[src/rtl/float_mul_seq.sv]
// Sequential IEEE-754 single-precision multiplier: 24-cycle shift-add mantissa
// product, round-to-nearest-even, fixed 28-cycle latency, valid/ready on both sides.
module float_mul_seq (
  input  logic        clk,
  input  logic        rst,
  input  logic        in_valid,
  output logic        in_ready,
  input  logic [31:0] a,
  input  logic [31:0] b,
  output logic        out_valid,
  input  logic        out_ready,
  output logic [31:0] result,
  output logic [2:0]  flags
);

  typedef enum logic [2:0] {
    ST_IDLE   = 3'd0,
    ST_UNPACK = 3'd1,
    ST_MUL    = 3'd2,
    ST_NORM   = 3'd3,
    ST_ROUND  = 3'd4,
    ST_DONE   = 3'd5
  } state_t;

  typedef enum logic [1:0] {
    SP_NONE    = 2'd0,
    SP_INVALID = 2'd1,
    SP_INF     = 2'd2,
    SP_ZERO    = 2'd3
  } special_t;

  localparam logic [1:0] CL_ZERO   = 2'd0;
  localparam logic [1:0] CL_INF    = 2'd1;
  localparam logic [1:0] CL_NAN    = 2'd2;
  localparam logic [1:0] CL_NORMAL = 2'd3;

  // Exponent field 0 covers true zeros and denormals, which are flushed.
  function automatic logic [1:0] classify(input logic [31:0] x);
    logic [1:0] cls;
    case (x[30:23])
      8'h00:   cls = CL_ZERO;
      8'hFF:   cls = (x[22:0] == 23'd0) ? CL_INF : CL_NAN;
      default: cls = CL_NORMAL;
    endcase
    return cls;
  endfunction

  state_t            state_r, state_next_s;
  special_t          special_r, special_s;
  logic [31:0]       a_r, b_r;
  logic              sign_r;
  logic [7:0]        exp_a_r, exp_b_r;
  logic [23:0]       mcand_r, mplier_r;
  logic [4:0]        cnt_r;
  logic [47:0]       acc_r;
  logic signed [9:0] exp_r;
  logic signed [9:0] exp_sum_s;
  logic [22:0]       mant_r;
  logic              guard_r, sticky_r;
  logic [1:0]        cls_a_s, cls_b_s;
  logic              round_up_s;
  logic [23:0]       mant_sum_s;
  logic [22:0]       mant_fin_s;
  logic signed [9:0] exp_fin_s;
  logic [31:0]       res_s;
  logic [2:0]        flg_s;
  logic [31:0]       result_r;
  logic [2:0]        flags_r;
  logic              out_valid_r, in_ready_r;

  assign cls_a_s   = classify(a_r);
  assign cls_b_s   = classify(b_r);
  assign exp_sum_s = $signed({2'b00, exp_a_r}) + $signed({2'b00, exp_b_r}) - 10'sd127;

  assign in_ready  = in_ready_r;
  assign out_valid = out_valid_r;
  assign result    = result_r;
  assign flags     = flags_r;

  // Special-case code, in exception priority order.
  always_comb begin
    special_s = SP_NONE;
    if ((cls_a_s == CL_NAN) || (cls_b_s == CL_NAN) ||
        ((cls_a_s == CL_INF) && (cls_b_s == CL_ZERO)) ||
        ((cls_a_s == CL_ZERO) && (cls_b_s == CL_INF))) begin
      special_s = SP_INVALID;
    end else if ((cls_a_s == CL_INF) || (cls_b_s == CL_INF)) begin
      special_s = SP_INF;
    end else if ((cls_a_s == CL_ZERO) || (cls_b_s == CL_ZERO)) begin
      special_s = SP_ZERO;
    end else begin
      special_s = SP_NONE;
    end
  end

  // State register.
  always_ff @(posedge clk) begin
    if (rst) begin
      state_r <= ST_IDLE;
    end else begin
      state_r <= state_next_s;
    end
  end

  // Next-state logic.
  always_comb begin
    state_next_s = state_r;
    case (state_r)
      ST_IDLE: begin
        if (in_valid) begin
          state_next_s = ST_UNPACK;
        end else begin
          state_next_s = ST_IDLE;
        end
      end
      ST_UNPACK: state_next_s = ST_MUL;
      ST_MUL: begin
        if (cnt_r == 5'd23) begin
          state_next_s = ST_NORM;
        end else begin
          state_next_s = ST_MUL;
        end
      end
      ST_NORM:  state_next_s = ST_ROUND;
      ST_ROUND: state_next_s = ST_DONE;
      ST_DONE: begin
        if (out_ready) begin
          state_next_s = ST_IDLE;
        end else begin
          state_next_s = ST_DONE;
        end
      end
      default: state_next_s = ST_IDLE;
    endcase
  end

  // Rounding and final exception selection, evaluated while in ROUND.
  always_comb begin
    round_up_s = guard_r & (sticky_r | mant_r[0]);
    mant_sum_s = {1'b0, mant_r} + {23'd0, round_up_s};
    mant_fin_s = mant_sum_s[22:0];
    exp_fin_s  = exp_r;
    res_s      = 32'd0;
    flg_s      = 3'b000;
    if (mant_sum_s[23]) begin
      mant_fin_s = 23'd0;
      exp_fin_s  = exp_r + 10'sd1;
    end else begin
      mant_fin_s = mant_sum_s[22:0];
      exp_fin_s  = exp_r;
    end
    case (special_r)
      SP_INVALID: begin
        res_s = 32'h7FC0_0000;
        flg_s = 3'b100;
      end
      SP_INF:  res_s = {sign_r, 8'hFF, 23'd0};
      SP_ZERO: res_s = {sign_r, 31'd0};
      SP_NONE: begin
        if (exp_fin_s >= 10'sd255) begin
          res_s = {sign_r, 8'hFF, 23'd0};
          flg_s = 3'b010;
        end else if (exp_fin_s <= 10'sd0) begin
          res_s = {sign_r, 31'd0};
          flg_s = 3'b001;
        end else begin
          res_s = {sign_r, exp_fin_s[7:0], mant_fin_s};
          flg_s = 3'b000;
        end
      end
      default: begin
        res_s = 32'd0;
        flg_s = 3'b000;
      end
    endcase
  end

  // Operand capture, shift-add multiply and normalisation datapath.
  always_ff @(posedge clk) begin
    if (rst) begin
      a_r       <= 32'd0;
      b_r       <= 32'd0;
      sign_r    <= 1'b0;
      exp_a_r   <= 8'd0;
      exp_b_r   <= 8'd0;
      mcand_r   <= 24'd0;
      mplier_r  <= 24'd0;
      special_r <= SP_NONE;
      cnt_r     <= 5'd0;
      acc_r     <= 48'd0;
      exp_r     <= 10'sd0;
      mant_r    <= 23'd0;
      guard_r   <= 1'b0;
      sticky_r  <= 1'b0;
    end else begin
      case (state_r)
        ST_IDLE: begin
          if (in_valid) begin
            a_r <= a;
            b_r <= b;
          end
        end
        ST_UNPACK: begin
          sign_r    <= a_r[31] ^ b_r[31];
          exp_a_r   <= a_r[30:23];
          exp_b_r   <= b_r[30:23];
          mcand_r   <= {1'b1, a_r[22:0]};
          mplier_r  <= {1'b1, b_r[22:0]};
          special_r <= special_s;
          cnt_r     <= 5'd0;
          acc_r     <= 48'd0;
        end
        ST_MUL: begin
          if (mplier_r[cnt_r]) begin
            acc_r <= acc_r + ({24'd0, mcand_r} << cnt_r);
          end
          cnt_r <= cnt_r + 5'd1;
        end
        ST_NORM: begin
          // Product of two [1,2) mantissas lies in [1,4); bit 47 flags the upper half.
          if (acc_r[47]) begin
            mant_r   <= acc_r[46:24];
            guard_r  <= acc_r[23];
            sticky_r <= |acc_r[22:0];
            exp_r    <= exp_sum_s + 10'sd1;
          end else begin
            mant_r   <= acc_r[45:23];
            guard_r  <= acc_r[22];
            sticky_r <= |acc_r[21:0];
            exp_r    <= exp_sum_s;
          end
        end
        default: begin
          cnt_r <= cnt_r;
        end
      endcase
    end
  end

  // Registered handshake flags and result; result/flags load only on entry to DONE.
  always_ff @(posedge clk) begin
    if (rst) begin
      result_r    <= 32'd0;
      flags_r     <= 3'b000;
      out_valid_r <= 1'b0;
      in_ready_r  <= 1'b1;
    end else begin
      out_valid_r <= (state_next_s == ST_DONE);
      in_ready_r  <= (state_next_s == ST_IDLE);
      if (state_r == ST_ROUND) begin
        result_r <= res_s;
        flags_r  <= flg_s;
      end
    end
  end

endmodule

[config.mk]
export PLATFORM = sky130hd
export DESIGN_NAME = float_mul_seq
export DESIGN_NICKNAME = d
export VERILOG_FILES = /design/src/rtl/float_mul_seq.sv
export SDC_FILE = /design/constraint.sdc
export NUM_CORES = 1
export LEC_CHECK = 0
export BUFFER_PORTS_ARGS = -buffer_cell sky130_fd_sc_hd__buf_2
export CAP_MARGIN = 30
export CORE_MARGIN = 10
export CORE_UTILIZATION = 45
export CTS_CLUSTER_SIZE = 24
export DETAILED_ROUTE_END_ITERATION = 8
export HOLD_SLACK_MARGIN = 0.1
export PLACE_DENSITY = 0.7
export SYNTH_ARGS = -nofsm -noshare
export SYNTH_HDL_FRONTEND = slang
export SYNTH_SLANG_ARGS = --single-unit
[constraint.sdc]
create_clock -name clk -period 6.5 [get_ports clk]
set_input_delay 0.325 -clock clk [delete_from_list [all_inputs] [get_ports clk]]
set_output_delay 0.325 -clock clk [all_outputs]
set_load 0.005 [all_outputs]
==> impl_results.md, run 1 <==
* Total Power at 3.72 mW
* CTS tree: yes
* Critical Path AT at 5.71 ns
* TritonRoute pass-1 iters at 6
* Clock buffer depth at 3
* Netlist cell types at 84
* Final Hold Viols at 0
* R2R depth at 15
* Share of cells above drive strength 1 at 0.125
* TritonCTS Buffers at 29
* Register area share after synthesis at 0.341
* Most common cell after layout, fill and taps aside: nand2_1
* EDFF count, synth at 0
* Clock Sinks at 258
* Sw Ratio at 0.259
* P_leak at 6.51 nW
* Fin nets at approximately 2200
* Crit start category: flip-flop
* Cell count after synthesis at about 1900
* Worst slack after detailed placement at about 1.3 ns
* Final worst slack at ~1.3 ns
* Fin. max-slew vios at 0
* Gate power share at 0.095
* P&R area growth vs syn at 15.4%
* RSZ-0062 raised after global routing: false
* Initial antenna violation count at 3
* Flop pwr share at 0.453
* Num rows at 67
* GRT overflow at 0
* Final setup viols at 0
* Core ar. at 0.0334 sq mm
* Synth async-reset ratio at 0
* Pint at 2.76 mW
* Total wire length at ~42 mm
* R2R Path Start: cnt_r[0]
* CP Max Fanout at 39
* HPWL Detailed at 30.4 mm
* Setup Buffers After CTS at 0
* Mapped Area at approximately 0.015 sq mm
* Worst relative slew slack at 0.327
* Io pins at 105
* HP Start: out_ready
* Die Width at 203 microns
* Avg Cell Area, Syn at just under 8 sq um
* Worst Max-Slew Pin Slew at 1.01 ns
* Worst Skew at 0.0185 ns
* Most used DFF post-synth: dfxtp_1
* Post-synth net total at 2083
* Pwr dens at 213 mW/mm^2
* HP Class: input port to flip-flop
* # DRC at 0
* Wirelength per Cell at 16.9 microns
* First-pass GRT wire length at about 70 mm
* Cts repair resizes at 0
* Total of max-cap violations at 0
* Full die area at 0.0413 sq mm
* F_max at 191 MHz
* Worst path required time at 6.99 ns
* Kind of critical path: flip-flop to flip-flop
* Seq cells post-synth at 258
* # port buffers at 104
* Clock power frac at 0.452
* Final period utilization at 0.804
* Post-DRT Antenna Nets at 0
* Min cycle time layout at 5.22 ns
* Die Y at a little over 200 microns
* H-tree levels at 1
* Vias per cell at about 5.6
* Gpl congestion at roughly 0.98
* Crit path launch: cnt_r[0]
* Routed vias at around 14000
* Root Buffer: clkbuf_16
* Largest net degree at the start of global routing at 107
* GRT Total Usage at 0.198
* Starting DRT DRC Count at approximately 870
* Status: finished, final reports clean
* Clock Pin Slew Worst Setup and Hold Paths at 0.07 ns
* Worst IR Drop VDD at 0.000194 V
* Vias in the first global route at 13600
* Setup crit end kind: flip-flop
* Worst-skew pair later-pin latency at approximately 0.57 ns
* Switching power at 963 uW
* Initial Util at 0.453
* Synth warnings at 0
* TNS Setup at 0 ns
* Worst hold path depth at 4
* Commonest cells after routing, fill and taps aside: nand2_1 (415), dfxtp_1 (257), a21oi_1 (230), nor2_1 (152), buf_2 (103)
## final timing paths
| check | endpoint | slack (ns) |
|---|---|---|
| setup / recovery | acc_r[44] | 1.28 |
| hold / removal | out_valid | 0.16 |
| setup reg to reg | acc_r[44] | 1.28 |
| hold reg to reg | result[12] | 0.45 |
## state kept, by name, indices dropped and copies added (netlist names), 3 cells and up
| register | flops |
|---|---|
| acc_r | 48 |
| a_r | 32 |
| b_r | 32 |
| result | 32 |
| mcand_r | 24 |
| mant_r | 23 |
| mplier_r | 23 |
| exp_r | 10 |
| exp_a_r | 8 |
| exp_b_r | 8 |
| cnt_r | 5 |
| flags | 3 |
| state_r | 3 |
## per-layer routing
layer  up-vias  track usage  share of wire
li1       7060            -              -
met1      6538        0.250           0.44
met2       363        0.343           0.48
met3        79       0.0292          0.053
met4         0       0.0602          0.027
met5         -            0              0
## critical path, stage by stage (launching register included)
cell      delay (ns)
dfxtp_2         0.92
mux4_2          0.63
nand2_1         0.09
nand2_1         0.11
o21ai_0         0.47
nor2_1          0.11
ha_1            0.42
a21oi_1         0.45
o211ai_1        0.18
a21boi_0        0.19
nand3b_1        0.26
o211a_1         0.32
nor2_1          0.28
o21ai_0         0.28
and3_1          0.26
o221ai_1        0.17
## final cells by class
type                       count  area, sq um
clock buffer                  38          790
timing repair buffer         186         1330
tap                          448          561
fill                        3232        15900
inverter                      29          109
multi-input combinational   1528         9310
antenna                        3         7.51
sequential                   258         5170
clock inverter                16          195
## synthesized netlist by cell type, types with 4 or more instances
| cell type | number | area, sq um |
|---|---|---|
| o21a_1 | 6 | 45.0 |
| a21o_1 | 20 | 150 |
| clkbuf_1 | 107 | 402 |
| nand2_1 | 415 | 1560 |
| a21oi_1 | 231 | 1160 |
| o22ai_1 | 15 | 93.8 |
| dfxtp_1 | 258 | 5160 |
| buf_1 | 8 | 30.0 |
| a22oi_1 | 18 | 135 |
| nor3_1 | 22 | 110 |
| inv_1 | 28 | 105 |
| and2_1 | 11 | 68.8 |
| o221ai_1 | 4 | 35.0 |
| or3_1 | 5 | 31.3 |
| mux2i_1 | 67 | 671 |
| xor2_1 | 36 | 315 |
| nor3b_1 | 4 | 30.0 |
| ha_1 | 67 | 838 |
| or2_2 | 9 | 56.3 |
| nor4_1 | 28 | 175 |
| a211oi_1 | 39 | 293 |
| or4_1 | 5 | 37.5 |
| mux4_2 | 13 | 293 |
| nand3_1 | 34 | 170 |
| buf_2 | 7 | 35.0 |
| o21bai_1 | 10 | 75.1 |
| o21ai_0 | 90 | 450 |
| o21ai_2 | 20 | 175 |
| mux2_2 | 17 | 191 |
| nor2_1 | 153 | 574 |
| and3_1 | 8 | 50.1 |
| xnor2_1 | 42 | 368 |
| a22o_1 | 4 | 35.0 |
| nand3b_1 | 5 | 37.5 |
| nand4_1 | 29 | 181 |
| a31oi_1 | 8 | 50.1 |
| nand2b_1 | 15 | 93.8 |
| nor2b_1 | 13 | 81.3 |
| o211ai_1 | 7 | 52.6 |
## per-stage QoR
step / area (sq um) / std cells / hold slack (ns) / util
after floorplan: 15100 / 1946 / 0.433 / -
after global placement: 15800 / 2382 / 0.431 / 0.473
after detailed placement: 15800 / 2385 / 0.437 / 0.474
after CTS: 17500 / 2503 / 0.125 / 0.523
after global routing: 17500 / 2506 / 0.177 / 0.523
final: 17500 / 2506 / 0.162 / 0.523
## kinds of logic (layout without fill, tap and decap cells)
family | after synthesis | count (layout) | share of synthesized area
compound gates | 505 | 505 | 0.202
xor+xnor | 79 | 79 | 0.0462
other cells | 0 | 3 | 0
simple gates | 778 | 778 | 0.231
mux | 97 | 97 | 0.0763
buf+inv | 160 | 269 | 0.0449
flops | 258 | 258 | 0.341
fa+ha+maj | 69 | 69 | 0.0581
## power by group through the flow
stage	Combinational [mW]	Sequential, mW	Clock, mW
floorplan	0.242	1.70	0
global placement	0.310	1.72	0
detailed placement	0.319	1.72	0
CTS	0.350	1.69	1.72
global route	0.393	1.69	1.78
finish	0.353	1.69	1.68
## timing repair
item                       4_1_cts  5_1_grt
hold buffers                    64        0
hold endpoints to repair        64        0
setup endpoints to repair        0        0
No activity file was read; power rests on OpenSTA's default activity.
==> run 2, diff against run 1 <==
==> constraint.sdc (replaced) <==
create_clock -name clk -period 5.25 [get_ports clk]
set_input_delay 0.2625 -clock clk [delete_from_list [all_inputs] [get_ports clk]]
set_output_delay 0.2625 -clock clk [all_outputs]
set_load 0.005 [all_outputs]
==> impl_results.md, run 2 (synthesized netlist as in run 1, its figures left out) <==
* Status: finished, final reports clean
* R2R Path Start: cnt_r[1]
* Top reg by flops: acc_r
* Gpl congestion at 0.958
* Most common cell after layout, fill and taps aside: nand2_1
* Io pins at 105
* Pwr dens at about 260 mW/mm^2
* Core ar. at 0.0334 sq mm
* Root Buffer: clkbuf_16
* P_leak at ~6.5 nW
* First-pass GRT wire length at ~70 mm
* Initial antenna violation count at 0
* Starting DRT DRC Count at 1062
* TritonCTS Buffers at 29
* HP Start: out_ready
* GRT overflow at 0
* Antenna diodes at 0
* Die Width at 203 microns
* Die Y at about 200 microns
* TNS Setup at 0 ns
* CP dominant cell by count: mux2i_1
* Kind of critical path: flip-flop to flip-flop
* Worst IR Drop VDD at 0.000226 V
* Initial Util at 0.453
* Total Power at 4.53 mW
* Vias in the first global route at 13300
* F_max at about 210 MHz
* Setup crit end kind: flip-flop
* Critical Path AT at 5.25 ns
* H-tree levels at 1
* # DRC at 0
* Total wire length at 41.9 mm
* Fin area at 0.0174 sq mm
* Clock Sinks at between 200 and 300
* Final period utilization at 0.906
* Met1 wire length at 19.1 mm
* RSZ-0062 raised after global routing: false
* Largest net degree at the start of global routing at 115
* Cell family with most CP delay: compound AO/OA/AOI/OAI gates
* P&R area growth vs syn at 15.3%
* Area after DPL at around 0.016 sq mm
* Routed vias at 14000
* Min cycle time layout at 4.76 ns
* Worst relative slew slack at 0.333
* Worst path required time at around 5.7 ns
* Critical path buffers and inverters at 1
* Crit-path slowest cell: dfxtp_1
* Total of max-cap violations at 0
* CP Max Fanout at 15
* Commonest cells after routing, fill and taps aside: nand2_1 (415), dfxtp_1 (257), a21oi_1 (230), nor2_1 (152), buf_2 (103)
* Fill cells at ~3200
* Clock Pin Slew Worst Setup and Hold Paths at 0.06 ns
* Wirelength per Cell at 16.7 microns
* Cell-by-cell trace of the critical path: buf_4, mux2i_1, mux2i_1, mux2i_1, mux2_2, nor2_1, ha_1, nand4_1, nand2b_1, o221ai_1, a21oi_1, o21ai_0, a21oi_1, or4_1, nand3_1
* Num rows at 67
* Worst Skew at 0.0144 ns
* GRT Total Usage at 0.196
* HP Class: input port to flip-flop
* Crit start category: flip-flop
* Core Util, Final at 0.523
* Register area at 0.00517 sq mm
* Crit path launch: cnt_r[1]
* Fin nets at 2176
* Clock buffer depth at 3
* WL met3 at 2.21 mm
* Share of cells above drive strength 1 at 0.125
* Full die area at 0.0413 sq mm
* # port buffers at 104
* DR WL met2 at 19.5 mm
* Vias per cell at 5.57
* Delay of the slowest critical-path stage at between 0.6 and 0.7 ns
* Worst-skew pair later-pin latency at 0.56 ns
* Worst Max-Slew Pin Slew at 1.00 ns
* Top Layer Used: met4
* TritonRoute pass-1 iters at 6
* Max reg flops at 48
* Post-DRT Antenna Nets at 0
* Final setup viols at 0
* CTS tree: yes
* Fin. max-slew vios at 0
* Minimum hold slack at 0.158 ns
* Final Hold Viols at 0
* HPWL Detailed at approximately 30 mm
* Area of the multi-input gates at 0.00931 sq mm
==> run 2: changes by cell type in the layout (fill, tap and decap cells not counted), sizes merged <==
cell and change:
clkinv -3, clkinvlp -2, inv +2, clkbuf +2, diode -3, buf +7
==> run 2: what timing repair did <==
action,in CTS,in global routing
endpoints found under the hold margin,64,0
gates resized for setup,0,0
hold buffers,64,0
setup buffers,0,0
setup endpoints to repair,0,0
==> run 2: metrics by stage <==
step | cells | worst slack (ns)
after floorplan | 1946 | 0.697
after global placement | 2390 | 0.806
after detailed placement | 2392 | 0.729
after CTS | 2509 | 0.686
after global routing | 2509 | 0.215
final | 2509 | 0.493
==> run 2: path summary, 6_finish.rpt <==
kind / to / slack, ns / cells after the start
hold reg to reg: result[29] / 0.45 / 2
setup / recovery: acc_r[45] / 0.49 / 15
hold / removal: out_valid / 0.16 / 4
setup reg to reg: acc_r[45] / 0.49 / 15
==> run 2: cell type report <==
type	count	area share
Timing Repair Buffer	193	0.0781
Tap cell	448	0.0321
Clock buffer	40	0.0446
Sequential cell	258	0.296
Clock inverter	13	0.00918
Inverter	29	0.00624
Multi-Input combinational cell	1528	0.534
==> run 2: worst min-delay path, cell delays in order <==
cell and delay, ns:
buf_2 0.12, nand2_1 0.07, nand3b_1 0.13, nor4_1 0.07
==> run 2: power breakdown <==
part           leakage, nW  switching, mW  internal (mW)
combinational         3.97          0.263          0.174
sequential            2.09         0.0645           2.02
clock                0.452          0.824           1.19
==> run 2: per-layer routing <==
metal | vias to the layer above | GRT usage
li1 | 7049 | -
met1 | 6461 | 0.252
met2 | 390 | 0.334
met3 | 80 | 0.0289
met4 | 0 | 0.0562
met5 | - | 0
